File: config.mk
export PLATFORM = sky130hd
export DESIGN_NAME = watch_alarm_flat
export DESIGN_NICKNAME = d
export VERILOG_FILES = /design/src/rtl/watch_alarm_if.sv /design/src/rtl/watch_alarm.sv /design/src/flat_wrapper.sv
export SDC_FILE = /design/constraint.sdc
export NUM_CORES = 1
export LEC_CHECK = 0
export ABC_AREA = 0
export CAP_MARGIN = 20
export CORE_MARGIN = 5
export CORE_UTILIZATION = 60
export CTS_BUF_LIST = sky130_fd_sc_hd__clkbuf_4
export DETAILED_ROUTE_END_ITERATION = 10
export PLACE_DENSITY = 0.92
export SLEW_MARGIN = 15
export SYNTH_ARGS = -nofsm -noshare
export SYNTH_HDL_FRONTEND = slang
export SYNTH_SLANG_ARGS = --single-unit
File: constraint.sdc
create_clock -name clk -period 4.15 [get_ports clk]
set_input_delay 0.6225 -clock clk [delete_from_list [all_inputs] [get_ports clk]]
set_output_delay 0.6225 -clock clk [all_outputs]
set_load 0.02 [all_outputs]
File: src/rtl/watch_alarm_if.sv
// ---------------------------------------------------------------------------
// watch_alarm_if
// Groups the switch/key inputs and the display-side outputs of the watch.
//   master : drives val, mode_btn, stop_btn, alarm_en; observes the outputs
//   slave  : the watch itself (receives the inputs, drives the outputs)
// Signals:
//   val[5:0]       value loaded in set modes
//   mode_btn       mode advance (conditioned, level-high when pressed)
//   stop_btn       alarm dismiss (conditioned, level-high when pressed)
//   alarm_en       alarm arm
//   segundos[5:0]  seconds 0..59       minutos[5:0] minutes 0..59
//   horas[4:0]     hours 0..23         alarm_h[4:0] alarm hours
//   alarm_m[5:0]   alarm minutes       mode[2:0]    current mode
//   blink          toggles every second
//   alarm          ringing indicator
// ---------------------------------------------------------------------------
interface watch_alarm_if;
   logic [5:0] val;
   logic       mode_btn;
   logic       stop_btn;
   logic       alarm_en;
   logic [5:0] segundos;
   logic [5:0] minutos;
   logic [4:0] horas;
   logic [4:0] alarm_h;
   logic [5:0] alarm_m;
   logic [2:0] mode;
   logic       blink;
   logic       alarm;

   modport master (
      output val, mode_btn, stop_btn, alarm_en,
      input  segundos, minutos, horas, alarm_h, alarm_m, mode, blink, alarm
   );

   modport slave (
      input  val, mode_btn, stop_btn, alarm_en,
      output segundos, minutos, horas, alarm_h, alarm_m, mode, blink, alarm
   );
endinterface

File: src/rtl/watch_alarm.sv
// ---------------------------------------------------------------------------
// watch_alarm
// 24 h HH:MM:SS watch with one daily alarm, a ring timer and a dismiss key.
// Ports:
//   clk  system clock (CLK_HZ cycles per second)
//   rst  synchronous active-high reset
//   bus  watch_alarm_if.slave: inputs val/mode_btn/stop_btn/alarm_en,
//        registered outputs segundos/minutos/horas/alarm_h/alarm_m/mode/
//        blink/alarm (binary values, BCD is done downstream)
// ---------------------------------------------------------------------------
module watch_alarm #(
   parameter int CLK_HZ    = 50_000_000,
   parameter int RING_SECS = 30
) (
   input  logic            clk,
   input  logic            rst,
   watch_alarm_if.slave    bus
);

   localparam int              DIV_W     = (CLK_HZ > 1) ? $clog2(CLK_HZ) : 1;
   localparam logic [DIV_W-1:0] DIV_MAX  = DIV_W'(CLK_HZ - 1);
   localparam logic [5:0]      RING_INIT = 6'(RING_SECS);

   typedef enum logic [2:0] {
      RUN    = 3'd0,
      SET_H  = 3'd1,
      SET_M  = 3'd2,
      SET_S  = 3'd3,
      SET_AH = 3'd4,
      SET_AM = 3'd5
   } mode_e;

   logic [DIV_W-1:0] div_q, div_d;
   mode_e            mode_q, mode_d;
   logic [5:0]       sec_q, sec_d;
   logic [5:0]       min_q, min_d;
   logic [4:0]       hr_q, hr_d;
   logic [4:0]       alarm_h_q, alarm_h_d;
   logic [5:0]       alarm_m_q, alarm_m_d;
   logic [5:0]       ring_q, ring_d;
   logic             blink_q, blink_d;
   logic             alarm_q, alarm_d;
   logic             mode_prev_q, mode_prev_d;
   logic             stop_prev_q, stop_prev_d;

   logic             tick_s;
   logic             mode_ev_s;
   logic             stop_ev_s;

   // State register with synchronous reset
   always_ff @(posedge clk) begin
      if (rst) begin
         div_q       <= '0;
         mode_q      <= RUN;
         sec_q       <= 6'd0;
         min_q       <= 6'd0;
         hr_q        <= 5'd0;
         alarm_h_q   <= 5'd0;
         alarm_m_q   <= 6'd0;
         ring_q      <= 6'd0;
         blink_q     <= 1'b0;
         alarm_q     <= 1'b0;
         mode_prev_q <= 1'b0;
         stop_prev_q <= 1'b0;
      end else begin
         div_q       <= div_d;
         mode_q      <= mode_d;
         sec_q       <= sec_d;
         min_q       <= min_d;
         hr_q        <= hr_d;
         alarm_h_q   <= alarm_h_d;
         alarm_m_q   <= alarm_m_d;
         ring_q      <= ring_d;
         blink_q     <= blink_d;
         alarm_q     <= alarm_d;
         mode_prev_q <= mode_prev_d;
         stop_prev_q <= stop_prev_d;
      end
   end

   // Next-state logic: divider, button edges, mode sequencing, timekeeping, alarm
   always_comb begin
      tick_s      = (div_q == DIV_MAX);
      mode_ev_s   = bus.mode_btn & ~mode_prev_q;
      stop_ev_s   = bus.stop_btn & ~stop_prev_q;
      mode_prev_d = bus.mode_btn;
      stop_prev_d = bus.stop_btn;

      div_d     = tick_s ? '0 : div_q + DIV_W'(1);
      blink_d   = blink_q ^ tick_s;
      mode_d    = mode_q;
      sec_d     = sec_q;
      min_d     = min_q;
      hr_d      = hr_q;
      alarm_h_d = alarm_h_q;
      alarm_m_d = alarm_m_q;
      ring_d    = ring_q;
      alarm_d   = alarm_q;

      // Mode sequencing; illegal codes fall back to RUN regardless of the button
      case (mode_q)
         RUN:     mode_d = mode_ev_s ? SET_H  : RUN;
         SET_H:   mode_d = mode_ev_s ? SET_M  : SET_H;
         SET_M:   mode_d = mode_ev_s ? SET_S  : SET_M;
         SET_S:   mode_d = mode_ev_s ? SET_AH : SET_S;
         SET_AH:  mode_d = mode_ev_s ? SET_AM : SET_AH;
         SET_AM:  mode_d = mode_ev_s ? RUN    : SET_AM;
         default: mode_d = RUN;
      endcase

      // Actions follow the mode in force before this edge
      case (mode_q)
         RUN: begin
            if (tick_s) begin
               if (sec_q == 6'd59) begin
                  sec_d = 6'd0;
                  if (min_q == 6'd59) begin
                     min_d = 6'd0;
                     hr_d  = (hr_q == 5'd23) ? 5'd0 : hr_q + 5'd1;
                  end else begin
                     min_d = min_q + 6'd1;
                  end
               end else begin
                  sec_d = sec_q + 6'd1;
               end
               // Trigger compares against the time being written this edge
               if (bus.alarm_en && (hr_d == alarm_h_q) && (min_d == alarm_m_q) &&
                   (sec_d == 6'd0)) begin
                  alarm_d = 1'b1;
                  ring_d  = RING_INIT;
               end else if (alarm_q) begin
                  if (ring_q <= 6'd1) begin
                     ring_d  = 6'd0;
                     alarm_d = 1'b0;
                  end else begin
                     ring_d  = ring_q - 6'd1;
                  end
               end else begin
                  ring_d = ring_q;
               end
            end else begin
               sec_d = sec_q;
            end
         end
         SET_H: begin
            if (bus.val <= 6'd23) hr_d = bus.val[4:0];
            else                  hr_d = hr_q;
         end
         SET_M: begin
            if (bus.val <= 6'd59) min_d = bus.val;
            else                  min_d = min_q;
         end
         SET_S: begin
            if (bus.val <= 6'd59) sec_d = bus.val;
            else                  sec_d = sec_q;
         end
         SET_AH: begin
            if (bus.val <= 6'd23) alarm_h_d = bus.val[4:0];
            else                  alarm_h_d = alarm_h_q;
         end
         SET_AM: begin
            if (bus.val <= 6'd59) alarm_m_d = bus.val;
            else                  alarm_m_d = alarm_m_q;
         end
         default: begin
            sec_d = sec_q;
         end
      endcase

      // Dismiss, disarm and any mode change all silence the alarm, beating a trigger
      if (stop_ev_s || !bus.alarm_en || (mode_d != mode_q)) begin
         alarm_d = 1'b0;
         ring_d  = 6'd0;
      end else begin
         alarm_d = alarm_d;
      end
   end

   assign bus.segundos = sec_q;
   assign bus.minutos  = min_q;
   assign bus.horas    = hr_q;
   assign bus.alarm_h  = alarm_h_q;
   assign bus.alarm_m  = alarm_m_q;
   assign bus.mode     = mode_q;
   assign bus.blink    = blink_q;
   assign bus.alarm    = alarm_q;

endmodule

File: src/flat_wrapper.sv
// flat-port wrapper written by rule: the top's interface ports become plain ports
module watch_alarm_flat 
#(
   parameter int CLK_HZ    = 50_000_000,
   parameter int RING_SECS = 30
)
  (clk, rst, bus_val, bus_mode_btn, bus_stop_btn, bus_alarm_en, bus_segundos, bus_minutos, bus_horas, bus_alarm_h, bus_alarm_m, bus_mode, bus_blink, bus_alarm);
  watch_alarm_if bus_i ();
  input  logic clk;
  input  logic rst;
  input wire logic [$bits(bus_i.val)-1:0] bus_val;
  input wire logic [$bits(bus_i.mode_btn)-1:0] bus_mode_btn;
  input wire logic [$bits(bus_i.stop_btn)-1:0] bus_stop_btn;
  input wire logic [$bits(bus_i.alarm_en)-1:0] bus_alarm_en;
  output wire logic [$bits(bus_i.segundos)-1:0] bus_segundos;
  output wire logic [$bits(bus_i.minutos)-1:0] bus_minutos;
  output wire logic [$bits(bus_i.horas)-1:0] bus_horas;
  output wire logic [$bits(bus_i.alarm_h)-1:0] bus_alarm_h;
  output wire logic [$bits(bus_i.alarm_m)-1:0] bus_alarm_m;
  output wire logic [$bits(bus_i.mode)-1:0] bus_mode;
  output wire logic [$bits(bus_i.blink)-1:0] bus_blink;
  output wire logic [$bits(bus_i.alarm)-1:0] bus_alarm;
  assign bus_i.val = bus_val;
  assign bus_i.mode_btn = bus_mode_btn;
  assign bus_i.stop_btn = bus_stop_btn;
  assign bus_i.alarm_en = bus_alarm_en;
  assign bus_segundos = bus_i.segundos;
  assign bus_minutos = bus_i.minutos;
  assign bus_horas = bus_i.horas;
  assign bus_alarm_h = bus_i.alarm_h;
  assign bus_alarm_m = bus_i.alarm_m;
  assign bus_mode = bus_i.mode;
  assign bus_blink = bus_i.blink;
  assign bus_alarm = bus_i.alarm;
  watch_alarm #(.CLK_HZ(CLK_HZ), .RING_SECS(RING_SECS)) u_core (.clk(clk), .rst(rst), .bus(bus_i));
endmodule
* After elaboration in Yosys (flattened, before gate mapping) *
Index checks and enable logic that the tools add are counted.

cells by class
  add/sub/neg operators = 5
  magnitude comparators = 3
  equal/unequal tests = 16
  muxes and demuxes = 33
  bitwise gates (word level) = 5
  reductions and logical operators = 21

operators with widths
  kind                                                    number
  two-way mux 6 bit                                       13
  two-way mux 5 bit                                       7
  adder 26 x 1 -> 26 bit (second input constant)          1
  equality test 26 bit (second input constant)            1
  case mux 6 bit (2 select lines)                         2
  case mux 3 bit (6 select lines)                         1
  adder 6 x 1 -> 6 bit (second input constant)            2
  equality test 6 bit (second input constant)             2
  AND reduction 3 bit                                     4
  case mux 5 bit (2 select lines)                         1
  inequality test 2 x 1 -> 1 bit (second input constant)  4
  nonzero test 2 bit                                      4
  equality test 3 x 2 -> 1 bit (second input constant)    2
  equality test 3 bit (second input constant)             2
  equality test 6 bit                                     1
  <= comparator 6 x 1 -> 1 bit (second input constant)    1
  <= comparator 6 x 5 -> 1 bit (second input constant)    1
  <= comparator 6 bit (second input constant)             1
  zero test 6 bit                                         1
  two-way mux 1 bit                                       6
  two-way mux 3 bit                                       2
  AND reduction 2 bit                                     3
  subtractor 6 x 1 -> 6 bit (second input constant)       1
  adder 5 x 1 -> 5 bit (second input constant)            1
  other kinds (13)                                        19

storage, ports and cells
  bits in registers = 67
  output and inout port bits = 33
  logic and storage cells = 95

* Depth between registers and ports, before layout *
  word-level depth = 12
  mapped depth = 10
  mapped depth without buffers = 9

* Least setup slack after synthesis *
No wires, ideal clock.

  kind = reg2reg
  from = register u_core.sec_q[0] (netlist: u_core.bus.segundos[0])
  to = register u_core.ring_q[5]
  library setup time = 124 ps
  data arrival time = 2612 ps
  required time = 4026 ps
  path slack = 1414 ps
  cell stages (with the launch flop) = 10
  clock period less this slack = 2736 ps
  cell sequence = dfxtp_1 -> ha_1 -> nand2b_1 -> nor4_4 -> o2111ai_1 -> a2111oi_2 -> o2111ai_1 -> nor4_4 -> nand2_1 -> nor3b_1

between the ends
  word-level cells in the longest chain between the ends = 10
  elaborated cells on any way between the ends = 20
  those cells by class = 1 x add/sub; 3 x eq/ne; 10 x mux; 6 x reduce/logical

RTL lines
  what                                                                          RTL line            source
  start, declared                                                               watch_alarm.sv:35   logic [5:0] sec_q, sec_d;
  start signal, assigned                                                        watch_alarm.sv:55   sec_q <= 6'd0;
  start signal, assigned                                                        watch_alarm.sv:68   sec_q <= sec_d;
  parallel branches: the longest is 7 deep, another holds adder 6 x 1 -> 6 bit  -
  logical AND 1 bit *                                                           watch_alarm.sv:127  if (bus.alarm_en && (hr_d == alarm_h_q) && (min_d == alarm_m_q) &&
  nonzero test 2 bit (no line)                                                  -
  AND reduction 3 bit (no line)                                                 -
  end signal, assigned                                                          watch_alarm.sv:73   ring_q <= ring_d;
  end, declared                                                                 watch_alarm.sv:40   logic [5:0] ring_q, ring_d;

Every way passes the cells marked *. The select of a mux whose other input is x is not followed.
A chain may end at the register's enable or synchronous reset.

* Worst setup path after layout *
Same ends and word-level chain as after synthesis.

==> implementation parameters <==
Parameter                              Value

Power and ir drop
  Max IR drop VDD    257 uV
  Net Sw Power    0.000313 W
  Internal power    0.000931 W
  Power density over the cells    278 nW/um2
  Static power due to leakage    1.59 nW
  Reg power frac    0.535
  Part of the power in the clock network    0.391
  Fraction of power spent switching nets    0.252
  Combinational power share    0.073

Logic synthesis
  Post-synthesis sequential area ratio    0.346
  Number of enable-type register cells in the synthesized netlist    0
  Synthesized flop and latch total    67
  Async SR Flop Fraction    0
  Gate count of the mapped netlist    478
  Mapped Area    3880 um2
  Synthesized area per cell    8.11 um2
  Number of nets produced by synthesis    496
  Most instantiated flip-flop cell in the synthesis netlist    dfxtp_1
  Synth Warn #    0
  Netlist cell types    60

Floorplan
  Core Box Area    6310 um2
  Row count    29
  Number of I/O pins    44
  X dimension of the die    90.4 um
  DIE HEIGHT    90.4 um
  Starting utilization of the core area    0.614
  Overall die area    8170 um2

GRT
  Total global-route track usage    0.228
  GRT met1 Usage    0.285
  M3 GR Usage    0.0508
  Vias in the first global route    3,310
  Met2 track demand over resource in global routing    0.383
  Pin count of the biggest net entering global routing    37
  Initial antenna violation count    0
  Total global routing overflow    0
  Global-route wire length before repair    15,600 um
  Layer with the highest usage after global routing    met2

Placed design
  Placer Congestion    0.938
  Placed inst area    4320 um2
  Number of port buffers    43
  Detailed-placement wirelength estimate    6860 um
  DP Worst Slack    966 ps

Final layout
  Fraction of final layout cells with drive strength greater than 1    0.0597
  Final instance area    4480 um2
  Area overhead of the layout relative to synthesis    15.6%
  Diode insertion count for antenna repair    0
  Layout Nets    532
  Most frequent cells in the layout    90 x nor2_1, 67 x dfxtp_1, 44 x nand2_1
  Leading cell type in the layout, fill and taps excluded    nor2_1

Clock tree
  CTS Sinks    67
  TritonCTS clock tree    yes
  Cell at the root of the clock tree    clkbuf_4
  Max Root-Sink Buffers    2
  H-Tree Depth    3
  Clock input transition at the sequential cells of the worst setup and hold paths    120 ps
  CTS buffer count    9
  Post CTS Setup Buffer Count    0
  Quantity of hold-fixing buffers added after cts    0
  PostCTS Resize Cnt    0
  Clock latency of the later-clocked register in the worst-skew pair    420 ps

Timing
  Max Transition Viols Final    0
  Minimum period implied by the final worst setup slack    3280 ps
  Worst slew pin tran    879 ps
  Highest clock frequency the design can meet    0.305 GHz
  Post-Route Setup TNS    0 ps
  Unrepaired setup endpoints after global routing    no
  Relative max-transition margin    0.414
  Total count of hold-check failures in the final report    0
  Post-route clock period utilization    0.790
  Post-route worst setup slack    870 ps
  Worst clock skew    17.7 ps
  Number of setup violations in the final report    0

Critical path
  Worst Path Required    4470 ps
  Category of the worst setup path capture point    flip-flop
  WP data arrival    3600 ps
  Buf+Inv Stages, Crit Path    0
  Sequence of cells on the critical path    ha_1, nand2b_1, nor4_4, o2111ai_1, a2111oi_2, o2111ai_1, nor4_4, nand2_1, nor3b_1
  Maximum fanout count along the critical path    11
  Slowest Stage Delay on Critical Path    580 ps
  Kind of start point of the critical path    flip-flop
  Worst Setup Path Type    reg -> reg
  Critical path's top delay family    simple AND/OR/NAND/NOR gates
  Worst path slowest cell    nor4_4

Routing
  ANT nets after route    0
  Detailed-route wire length per cell    15.7 um
  DR iter-0 viols    177
  DRT Wirelength    9380 um
  Vias/cell    5.97
  Via count    3,556
  First-pass iteration count of the detailed router    5
  Remaining DRCs    0

Run
  Max-cap violations    0

Hold path
  HP Class    reg -> reg

Run status
  Outcome    complete, no violations
[state kept, by name, summed over array words and instances, names as in the netlist, 3 cells and up]
| name | count |
|---|---|
| u_core.div_q | 26 |
| u_core.bus.alarm_m | 6 |
| u_core.bus.minutos | 6 |
| u_core.bus.segundos | 6 |
| u_core.ring_q | 6 |
| u_core.bus.alarm_h | 5 |
| u_core.bus.horas | 5 |
| u_core.bus.mode | 3 |
[synth_stat cells, types with 5 or more instances]
master     n  share of area
a211oi_1   7          0.014
dfxtp_1   67           0.35
nand4_1    6         0.0097
nand2_1   44          0.043
clkbuf_1  14          0.014
ha_1       7          0.023
o21ai_0   10          0.013
mux2i_1   18          0.046
or4_1      5         0.0097
a21oi_1   27          0.035
inv_1     10         0.0097
nor2_1    90          0.087
nor2b_1   13          0.021
and3_1    10          0.016
nand3_1   19          0.025
xnor2_1   10          0.023
nand2b_1   8          0.013
nor3_1    11          0.014
xor2_1    30          0.068
[final cells by class]
class                           count  area (um2)
Multi-Input combinational cell    381        2400
Tap cell                           77        96.3
Timing Repair Buffer               45         445
Sequential cell                    67        1340
Clock buffer                        9        67.6
Inverter                           10        37.5
Fill cell                         500        1830
Clock inverter                      7        92.6
[path summary, 6_finish.rpt]
check                                       from                             to  slack, ps  cells past startpoint
max          u_core.bus.segundos[0]$_SDFFE_PP0P_  u_core.ring_q[5]$_SDFFE_PP0P_        870                      9
min                   u_core.div_q[0]$_SDFF_PP0_     u_core.div_q[0]$_SDFF_PP0_        490                      1
max reg2reg  u_core.bus.segundos[0]$_SDFFE_PP0P_  u_core.ring_q[5]$_SDFFE_PP0P_        870                      9
min reg2reg           u_core.div_q[0]$_SDFF_PP0_     u_core.div_q[0]$_SDFF_PP0_        490                      1
[kinds of logic (layout without fill, tap and decap cells)]
logic type,Yosys count,count (layout),share of synthesized area
AO/OA/AOI/OAI,76,76,0.131
XOR/XNOR,40,40,0.0904
adder cells (fa/ha/maj),7,7,0.0226
buffers and inverters,30,71,0.0349
flip-flops,67,67,0.346
multiplexers,22,22,0.0581
AND/OR/NAND/NOR,236,236,0.317
[power groups by stage]
stage / logic (W) / registers [W] / clock network [W]
6_report: 0.0000909 / 0.000666 / 0.000487
5_1_grt: 0.0000990 / 0.000668 / 0.000532
4_1_cts: 0.0000905 / 0.000666 / 0.000495
3_5_place_dp: 0.0000902 / 0.000680 / 0
3_3_place_gp: 0.0000880 / 0.000679 / 0
2_1_floorplan: 0.0000533 / 0.000679 / 0
[metrics by stage]
step	hold WS, ps	power (W)	std cells	utilization
after detailed placement	467	0.000770	580	0.685
final	487	0.00124	596	0.710
after floorplan	438	0.000733	478	-
after global placement	458	0.000768	580	0.685
after CTS	492	0.00125	596	0.710
after global routing	538	0.00130	596	0.710
[layer usage]
metal | wire (um) | share of wire | vias up
li1 | - | - | 1753
met1 | 4070 | 0.43 | 1672
met2 | 4630 | 0.49 | 110
met3 | 498 | 0.053 | 21
met4 | 170 | 0.018 | 0
met5 | 0 | 0 | -
No activity file was read; power rests on OpenSTA's default activity.
